[config.mk]
export PLATFORM = sky130hd
export DESIGN_NAME = message_readout
export DESIGN_NICKNAME = d
export VERILOG_FILES = /design/src/rtl/message_readout.sv
export SDC_FILE = /design/constraint.sdc
export NUM_CORES = 1
export LEC_CHECK = 0
export ABC_AREA = 1
export BUFFER_PORTS_ARGS = -buffer_cell sky130_fd_sc_hd__clkbuf_2
export CAP_MARGIN = 5
export CELL_PAD_IN_SITES_DETAIL_PLACEMENT = 0
export CELL_PAD_IN_SITES_GLOBAL_PLACEMENT = 2
export CORE_UTILIZATION = 28
export CTS_CLUSTER_DIAMETER = 40
export CTS_CLUSTER_SIZE = 25
export DETAILED_ROUTE_END_ITERATION = 7
export PLACE_DENSITY_LB_ADDON = 0.1
export RECOVER_POWER = 25
export SLEW_MARGIN = 20
export SYNTH_ARGS = -nofsm -noshare
export SYNTH_HDL_FRONTEND = slang
export SYNTH_SLANG_ARGS = --single-unit
[constraint.sdc]
create_clock -name clk -period 1.4 [get_ports clk]
set_input_delay 0.07 -clock clk [delete_from_list [all_inputs] [get_ports clk]]
set_output_delay 0.07 -clock clk [all_outputs]
set_load 0.05 [all_outputs]
[src/rtl/message_readout.sv]
// Streams MSG_LEN bytes of d_memory from address 0 to a valid/ready consumer and flags illegal chars.
// Latency: 2+READ_LATENCY cycles per byte with ready high; byte_out/byte_index hold while valid && !ready.
module message_readout #(
  parameter int ADDR_WIDTH   = 8,
  parameter int MSG_LEN      = 32,
  parameter int READ_LATENCY = 1
) (
  input  logic                  clk,
  input  logic                  reset,
  input  logic                  start_flag,
  output logic                  done_flag,
  output logic [ADDR_WIDTH-1:0] address,
  input  logic [7:0]            data_out,
  output logic [7:0]            byte_out,
  output logic                  byte_valid,
  input  logic                  byte_ready,
  output logic [ADDR_WIDTH-1:0] byte_index,
  output logic                  invalid_char_flag
);

  localparam int CW = (READ_LATENCY > 1) ? $clog2(READ_LATENCY) : 1;
  localparam logic [ADDR_WIDTH-1:0] LAST_IDX  = ADDR_WIDTH'(MSG_LEN - 1);
  localparam logic [CW-1:0]         LAST_WAIT = CW'(READ_LATENCY - 1);

  typedef enum logic [2:0] {IDLE, ISSUE, WAIT, PRESENT, DONE} state_t;

  state_t                state_q, state_d;
  logic [ADDR_WIDTH-1:0] addr_q, addr_d;
  logic [ADDR_WIDTH-1:0] idx_q, idx_d;
  logic [7:0]            byte_q, byte_d;
  logic                  inv_q, inv_d;
  logic [CW-1:0]         cnt_q, cnt_d;

  logic transfer;
  logic wait_last;
  logic byte_legal;
  logic last_byte;

  assign transfer   = (state_q == PRESENT) && byte_ready;
  assign wait_last  = (state_q == WAIT) && (cnt_q == LAST_WAIT);
  assign last_byte  = (idx_q == LAST_IDX);
  assign byte_legal = ((data_out >= 8'h61) && (data_out <= 8'h7A)) || (data_out == 8'h20);

  always_ff @(posedge clk or posedge reset) begin
    if (reset) begin
      state_q <= IDLE;
    end else begin
      state_q <= state_d;
    end
  end

  always_comb begin
    state_d = state_q;
    case (state_q)
      IDLE:    if (start_flag) state_d = ISSUE;
      ISSUE:   state_d = WAIT;
      WAIT:    if (wait_last) state_d = PRESENT;
      PRESENT: if (transfer) state_d = last_byte ? DONE : ISSUE;
      DONE:    if (!start_flag) state_d = IDLE;
      default: state_d = IDLE;
    endcase
  end

  always_comb begin
    byte_valid = (state_q == PRESENT);
    done_flag  = (state_q == DONE);
  end

  // The read address is loaded on entry to ISSUE so the RAM registers it at the end of ISSUE.
  always_comb begin
    addr_d = addr_q;
    idx_d  = idx_q;
    byte_d = byte_q;
    inv_d  = inv_q;
    cnt_d  = cnt_q;
    case (state_q)
      IDLE: begin
        if (start_flag) begin
          idx_d  = '0;
          addr_d = '0;
          inv_d  = 1'b0;
          cnt_d  = '0;
        end
      end
      ISSUE: cnt_d = '0;
      WAIT: begin
        if (wait_last) begin
          cnt_d  = '0;
          byte_d = data_out;
          if (!byte_legal) inv_d = 1'b1;
        end else begin
          cnt_d = cnt_q + 1'b1;
        end
      end
      PRESENT: begin
        if (transfer && !last_byte) begin
          idx_d  = idx_q + 1'b1;
          addr_d = idx_q + 1'b1;
        end
      end
      default: ;
    endcase
  end

  always_ff @(posedge clk or posedge reset) begin
    if (reset) begin
      addr_q <= '0;
      idx_q  <= '0;
      byte_q <= '0;
      inv_q  <= 1'b0;
      cnt_q  <= '0;
    end else begin
      addr_q <= addr_d;
      idx_q  <= idx_d;
      byte_q <= byte_d;
      inv_q  <= inv_d;
      cnt_q  <= cnt_d;
    end
  end

  assign address           = addr_q;
  assign byte_out          = byte_q;
  assign byte_index        = idx_q;
  assign invalid_char_flag = inv_q;

endmodule

==> flow_metrics.tcl, run 1 <==
set metrics [dict create \
    outcome "finished clean" \
    areaGrowthSynthToFinish_pct 27.97 \
    switching_share_pct 53.18 \
    cts_setup_buffers 0 \
    finalWorstSetupSlack_ns 0.04471 \
    fin_skew_ns 0.002092 \
    numClockSinks 21 \
    portBuffers 38 \
    wl_microns 3103 \
    dpl.cell_count 261 \
    nets 228 \
    grt_max_degree 22 \
    synth_top_area_cell "dfrtp_1" \
    vias 1185 \
    required_ns 1.33 \
    synth_seq_cells 21 \
    synth_flop_cell "dfrtp_1" \
    drt_iter0_markers 33 \
    synth_cell_type_count 27 \
    leakagePower_nw 0.8868 \
    finalCritPeriodShare_pct 96.81 \
    synth_top_area_share_pct 40.50 \
    crit_path_max_fanout 5 \
    path_clk_slew_ns 0.08 \
    cts_buffer_depth 2 \
    num_rows 24 \
    grt_use_total_pct 13.51 \
    die_h_microns 70.07 \
    start_util_pct 29.39 \
    grt.overflow.total 0 \
    p_int_w 0.001547 \
    syn_nets 184 \
    place_ws_ns 0.03065 \
    startpoint_type "flip-flop" \
    synth_edf_count 0 \
    clk_latency_ns 0.26 \
    drive_gt1_share_pct 42.06 \
    hold_path.class "in2reg" \
    ys_warn_count 0 \
    slew_violations 0 \
    min_period_ns 1.355 \
    ios 39 \
    postSynthAreaPerCell_sq_um 7.588 \
    wl_per_cell_microns 11.67 \
    irDropWorstVdd_mv 0.8508 \
    end_kind "output pin" \
    grt_antenna_before_repair 0 \
    async_flop_share_pct 100.0 \
    rsz0062_at_grt "yes" \
    cap_violations 0 \
    drc_errors 0 \
    worstSetupPathType "reg2out" \
    synthCells 171 \
    p_sw_w 0.001757 \
    worst_slew_pin_slew_ns 0.5667 \
    finalHoldViolations 0 \
    dp_hpwl_microns 2435 \
    synth_common_cells "54 x nand2_1, 21 x dfrtp_1, 16 x inv_1" \
    grt_pass1_vias 1164 \
    die_x_microns 70.07 \
    cts_tree "built" \
    ant_nets 0 \
    synth.most_common_cell "nand2_1" \
    power.density_nw_per_um2 1989 \
    cp.arrival_ns 1.29 \
    seqPwrFrac_pct 28.9 \
    core-area_sq_um 4414 \
    layoutNonFillerInstCount 266 \
    dr.pass1.iters 4 \
    cts-root-buf "clkbuf_8" \
    synth-seq-area-share_pct 40.50 \
    combinationalPowerShare_pct 58.9 \
    die-area_sq_um 4910 \
    cts-buffers-inserted 3 \
    max_slew_margin_pct 62.22 \
    n_antenna_cell 0 \
    fmax_ghz 0.7379 \
    vias_per_cell 4.455 \
    setup_viol 0 \
    synth_area_leaders "dfrtp_1 41%, nand2_1 16%, nand3_1 5.8%" \
    syn-cell-area_sq_um 1297 \
    cts.htree.levels 1 \
    place.gp.congestion 0.8210 \
    p_clk_share_pct 12.2 \
    grt_pass1_wl_microns 5313 \
]
==> per-layer routing <==
metal	up-vias	track usage [%]	part of all wire (%)
met5	-	0	0
met4	0	4.000	0.93
met2	26	25.21	52
li1	614	-	-
met3	2	2.165	3.0
met1	543	15.68	44
==> critical path, cell delays in order, from the launching register on <==
cell and delay, ns:
dfrtp_1 0.47, buf_4 0.18, nor3_4 0.16, buf_4 0.22
==> area by class of cell <==
cell class	count	area (sq um)
flip-flops and latches	21	535.5
fillers	476	2754
clock buffers	4	45.04
repair buffers	48	274.0
inverters	22	85.08
well taps	52	65.06
multi-input cells	119	655.6
==> path summary, 6_finish.rpt <==
check / slack, ns / cells past startpoint / startpoint / to
max in group asynchronous: 0.53 / 4 / reset / state_q[1]
worst max-delay path: 0.04 / 3 / state_q[0] / done_flag
worst min-delay path: 0.06 / 3 / data_out[5] / byte_out[5]
worst max register to register: 0.07 / 8 / state_q[2] / state_q[0]
worst min register to register: 0.48 / 2 / byte_out[0] / byte_out[0]
min in group asynchronous: 0.47 / 4 / reset / byte_index[0]
==> layout by cell type (no fill, tap or decap), drive strengths merged, types with 2 or more instances in the layout <==
master	instances
nor3b	2
nand3	16
o21bai	3
clkbuf	41
nand4	3
inv	22
a21oi	4
nand2	61
buf	10
nor2	16
dfrtp	21
o21ai	8
nor3	2
==> state kept, by name (all words and copies together) (netlist names) <==
name and flops:
byte_index 8, byte_out 8, cnt_q 1, invalid_char_flag 1
state_q 3
==> stage by stage <==
stage	power, W	TNS (ns)	area, sq um	utilization, %	hold WS (ns)
2_1_floorplan	0.002459	-0.2487	1333	-	0.04604
3_3_place_gp	0.002878	0	1584	35.88	0.1050
3_5_place_dp	0.002889	0	1584	35.88	0.1102
4_1_cts	0.003324	0	1644	37.24	0.04345
5_1_grt	0.003541	-0.1188	1660	37.61	0.06718
6_report	0.003303	0	1660	37.61	0.05746
==> repair_timing <==
action                                  4_1_cts  5_1_grt
hold endpoints to repair                     21        0
hold buffers                                  1        0
endpoints found under the setup margin        2       17
gates resized for setup                       2        7
==> kinds of logic after synthesis <==
logic type	synth area share [%]
compound gates	8.678
xor+xnor	0.6751
fa+ha+maj	0.9642
buf+inv	12.05
flops	40.50
simple gates	37.13
==> power by group through the flow <==
stage	Combinational (W)	Sequential, W	Clock, W
2_1_floorplan	0.000970	0.00149	0
3_3_place_gp	0.00193	0.000950	0
3_5_place_dp	0.00193	0.000956	0
4_1_cts	0.00195	0.000946	0.000430
5_1_grt	0.00211	0.000980	0.000451
6_report	0.00195	0.000954	0.000403
Note: power is estimated with default switching activity, not from simulation.
==> inputs of run 2 (changes only) <==
--- a/config.mk
+++ b/config.mk
@@ -8,3 +8,3 @@
 export ABC_AREA = 1
-export BUFFER_PORTS_ARGS = -buffer_cell sky130_fd_sc_hd__clkbuf_2
+export BUFFER_PORTS_ARGS = -buffer_cell sky130_fd_sc_hd__buf_2
 export CAP_MARGIN = 5
==> constraint.sdc (replaced) <==
create_clock -name clk -period 1.4 [get_ports clk]
set_input_delay 0 -clock clk [delete_from_list [all_inputs] [get_ports clk]]
set_output_delay 0 -clock clk [all_outputs]
set_load 0.05 [all_outputs]
==> flow_metrics.tcl, run 2 (same netlist as run 1, synthesis figures left out) <==
set metrics [dict create \
    outcome "finished clean" \
    seqPwrFrac_pct 28.1 \
    die-area_sq_um 4910 \
    irDropWorstVdd_mv 1.206 \
    hold_depth 3 \
    finalCritPeriodShare_pct 95.50 \
    drt_iter0_markers 41 \
    grt_pass1_wl_microns 5478 \
    cts-buffers-inserted 3 \
    p_clk_share_pct 11.6 \
    clk_latency_ns 0.25 \
    startpoint_type "flip-flop" \
    vias_per_cell 4.478 \
    portBuffers 38 \
    grt_antenna_before_repair 0 \
    die_x_microns 70.07 \
    combinationalPowerShare_pct 60.2 \
    cap_violations 0 \
    place.gp.congestion 0.7948 \
    cts_buffer_depth 2 \
    areaGrowthSynthToFinish_pct 35.29 \
    p_int_w 0.001620 \
    required_ns 1.40 \
    start_util_pct 29.39 \
    ios 39 \
    worst-r2r-cell-count 8 \
    rr_endpoint "state_q[0]" \
    power_w 0.003450 \
    nets 234 \
    rrSetupSlack_ns 0.09 \
    vias 1218 \
    hold_path.class "in2reg" \
    num_rows 24 \
    cts_tree "built" \
    path_clk_slew_ns 0.08 \
    cts-root-buf "clkbuf_8" \
    r2r_start "state_q[1]" \
    wl_microns 3123 \
    n_antenna_cell 0 \
    layoutNonFillerInstCount 272 \
    core-area_sq_um 4414 \
    power.density_nw_per_um2 1965 \
    cp.arrival_ns 1.34 \
    grt_max_degree 22 \
    numClockSinks 21 \
    fmax_ghz 0.7480 \
    drive_gt1_share_pct 45.45 \
    final_cell_mix "50 x nand2_1, 38 x buf_2, 16 x inv_1" \
    ant_nets 0 \
    die_h_microns 70.07 \
    worst_slew_pin_slew_ns 0.5494 \
    cts.htree.levels 1 \
    min_period_ns 1.337 \
    grt.overflow.total 0 \
    tns_ns 0 \
    finalHoldViolations 0 \
    grt_use_total_pct 13.66 \
    fin_skew_ns 0.0009074 \
    crit_path_max_fanout 4 \
    p_sw_w 0.001830 \
    fill_cells 484 \
    leakagePower_nw 0.9477 \
    setup_viol 0 \
    grt_pass1_vias 1242 \
    layout_commonest_cell "nand2_1" \
    min_from "data_out[7]" \
    dp_hpwl_microns 2444 \
    drc_errors 0 \
    switching_share_pct 53.04 \
    dpl.cell_count 261 \
    end_kind "output pin" \
    dr.pass1.iters 4 \
    holdPathEnd "byte_out[7]" \
    worstSetupPathType "reg2out" \
    slew_violations 0 \
    max_slew_margin_pct 63.38 \
    wl_per_cell_microns 11.48 \
]
==> run 2: cell types whose count changed in the layout (fill, tap and decap cells not counted), sizes merged <==
cell	before	now
buf	10	51
clkbuf	41	5
dlygate4sd3	1	2
==> run 2: how the worst max path moves through the flow <==
stage | startpoint | to | slack (ns) | cells after the start
6_report | state_q[1] | done_flag | 0.06 | 3
5_1_grt | byte_index[0] | byte_index[4] | -0.009 | 7
4_1_cts | state_q[2] | byte_valid | 0.009 | 4
3_5_place_dp | state_q[1] | state_q[0] | 0.02 | 8
3_3_place_gp | state_q[1] | state_q[0] | 0.07 | 8
2_1_floorplan | byte_index[0] | byte_index[5] | -0.04 | 9
==> run 2: through the flow <==
stage / hold slack [ns] / util [%] / worst slack, ns / cell area [sq um]
2_1_floorplan: -0.02396 / - / -0.04212 / 1333
3_3_place_gp: 0.05061 / 35.88 / 0.06659 / 1584
3_5_place_dp: 0.05200 / 35.88 / 0.01944 / 1584
4_1_cts: 0.003806 / 37.47 / 0.009299 / 1654
5_1_grt: 0.03006 / 39.77 / -0.008731 / 1755
6_report: 0.006487 / 39.77 / 0.06302 / 1755
==> run 2: area by class of cell <==
type / instances / area, sq um / area share (%)
inverter: 22 / 90.09 / 5.132
multi-input combinational: 119 / 704.4 / 40.13
tap: 52 / 65.06 / 3.706
sequential: 21 / 538.0 / 30.65
clock buffer: 4 / 45.04 / 2.566
timing repair buffer: 54 / 312.8 / 17.82
==> run 2: per-layer routing <==
layer	up-vias	share of wire, %	wire length (microns)	track usage [%]
met2	24	52	1628	25.11
li1	637	-	-	-
met1	555	45	1392	16.50
met4	0	0.61	19	4.000
met5	-	0	0	0
met3	2	2.7	84	1.732
==> run 2: power by group through the flow <==
| stage | clock network [W] | registers (W) | logic [W] |
|---|---|---|---|
| floorplan | 0 | 0.00149 | 0.000970 |
| global route | 0.000461 | 0.000995 | 0.00224 |
| detailed placement | 0 | 0.000959 | 0.00191 |
| global placement | 0 | 0.000954 | 0.00191 |
| finish | 0.000401 | 0.000970 | 0.00208 |
| CTS | 0.000430 | 0.000952 | 0.00193 |
==> run 2: worst max-delay path: stages (launching register included) <==
cell	delay (ns)
dfrtp_2	0.46
buf_4	0.16
nor3_4	0.17
buf_2	0.28
==> run 2: timing repair <==
action	4_1_cts	5_1_grt
cloned	0	0
hold buffers	2	0
gates resized for setup	1	18
setup endpoints to repair	1	19
buffers inserted	0	5
pin swaps	0	5
hold endpoints to repair	22	0
==> inputs of run 3 (changes only) <==
HOLD_SLACK_MARGIN = 0.05   (was unset)
==> flow_metrics.tcl, run 3 (same netlist as run 1, synthesis figures left out) <==
set metrics [dict create \
    die-area_sq_um 4910 \
    layout_commonest_cell "nand2_1" \
    drive_gt1_share_pct 44.05 \
    finalHoldViolations 0 \
    grt_antenna_before_repair 0 \
    tns_ns 0 \
    ant_nets 0 \
    vias 1260 \
    start_util_pct 29.39 \
    n_antenna_cell 0 \
    cap_violations 0 \
    drc_errors 0 \
    grt_pass1_vias 1275 \
    worstSetupPathType "reg2out" \
    wl_per_cell_microns 11.42 \
    place.gp.congestion 0.7948 \
    crit_family "flip-flops" \
    irDropWorstVdd_mv 0.9445 \
    path_cells "buf_4 -> nor3_4 -> buf_2" \
    cts_buffer_depth 2 \
    required_ns 1.40 \
    cp.arrival_ns 1.34 \
    portBuffers 38 \
    finalCritPeriodShare_pct 95.41 \
    cts-root-buf "clkbuf_8" \
    num_rows 24 \
    critPathSlowestCell "dfrtp_2" \
    power.density_nw_per_um2 1899 \
    hold_path.class "in2reg" \
    grt_pass1_wl_microns 5554 \
    dpl.cell_count 261 \
    placed_area_sq_um 1584 \
    fin_skew_ns 0.001585 \
    ios 39 \
    grt.overflow.total 0 \
    die_x_microns 70.07 \
    crit_path_max_fanout 4 \
    path_buf_inv 2 \
    end_kind "output pin" \
    min_period_ns 1.336 \
    core-area_sq_um 4414 \
    die_h_microns 70.07 \
    max_stage_delay_ns 0.46 \
    fmax_ghz 0.7487 \
    startpoint_type "flip-flop" \
    fill_cells 483 \
    dp_hpwl_microns 2444 \
    layoutNonFillerInstCount 279 \
    worst_slew_pin_slew_ns 0.5553 \
    path_clk_slew_ns 0.08 \
    leakagePower_nw 0.9769 \
    final_cell_mix "50 x nand2_1, 38 x buf_2, 16 x inv_1" \
    holdWs_ns 0.08219 \
    grt_max_degree 22 \
    utilization_pct 41.35 \
    areaGrowthSynthToFinish_pct 40.69 \
    outcome "finished clean" \
    max_slew_margin_pct 62.98 \
    nets 241 \
    cts-buffers-inserted 3 \
    grt_use_total_pct 13.88 \
    setup_viol 0 \
    drt_iter0_markers 43 \
    wl_microns 3185 \
    stdcell_area_sq_um 1826 \
    clk_latency_ns 0.25 \
    cts_tree "built" \
    numClockSinks 21 \
    cts.htree.levels 1 \
    vias_per_cell 4.516 \
    slew_violations 0 \
    dr.pass1.iters 4 \
]
run 3: layer usage:
layer	global-route usage (%)	share of wire (%)
met4	4.000	0.60
met3	1.732	2.7
met5	0	0
met2	26.28	54
met1	16.14	43
run 3: power by group:
group / switching (W) / internal, W / total (W) / leakage (nW)
Combinational: 0.00147 / 0.000628 / 0.00210 / 0.698
Sequential: 0.000169 / 0.000802 / 0.000971 / 0.256
Clock: 0.000199 / 0.000202 / 0.000401 / 0.0228
Total: 0.00183 / 0.00163 / 0.00347 / 0.977
run 3: timing repair:
action | CTS | global route
hold buffers | 9 | 0
endpoints found under the hold margin | 29 | 0
gates resized for setup | 1 | 18
buffers inserted | 0 | 5
pin swaps | 0 | 5
endpoints found under the setup margin | 1 | 19
run 3: worst paths after layout:
path | start | slack [ns] | cells past startpoint | to
max reg2reg | state_q[1] | 0.09 | 8 | state_q[0]
max in group asynchronous | reset | 0.59 | 4 | state_q[1]
min in group asynchronous | reset | 0.41 | 4 | byte_out[0]
max | state_q[1] | 0.06 | 3 | done_flag
min reg2reg | invalid_char_flag | 0.48 | 2 | invalid_char_flag
min | start_flag | 0.08 | 3 | state_q[2]
run 3: cell type report:
cell class	count	area (sq um)	share of cell area, %
Clock buffer	4	45.04	2.467
Inverter	22	90.09	4.935
Multi-Input combinational cell	119	704.4	38.59
Sequential cell	21	538.0	29.47
Tap cell	52	65.06	3.564
Timing Repair Buffer	61	382.9	20.97
run 3: through the flow:
| stage | worst slack, ns | power, W |
|---|---|---|
| 2_1_floorplan | -0.04212 | 0.002459 |
| 3_3_place_gp | 0.06659 | 0.002860 |
| 3_5_place_dp | 0.01944 | 0.002870 |
| 4_1_cts | 0.009299 | 0.003324 |
| 5_1_grt | -0.008731 | 0.003713 |
| 6_report | 0.06428 | 0.003467 |
run 3: worst min-delay path: cells and delay by family:
kind	cells	cell delay, ns
AOI/OAI and AO/OA	1	0.07
and+or+nand+nor	1	0.10
buffers and inverters	1	0.13
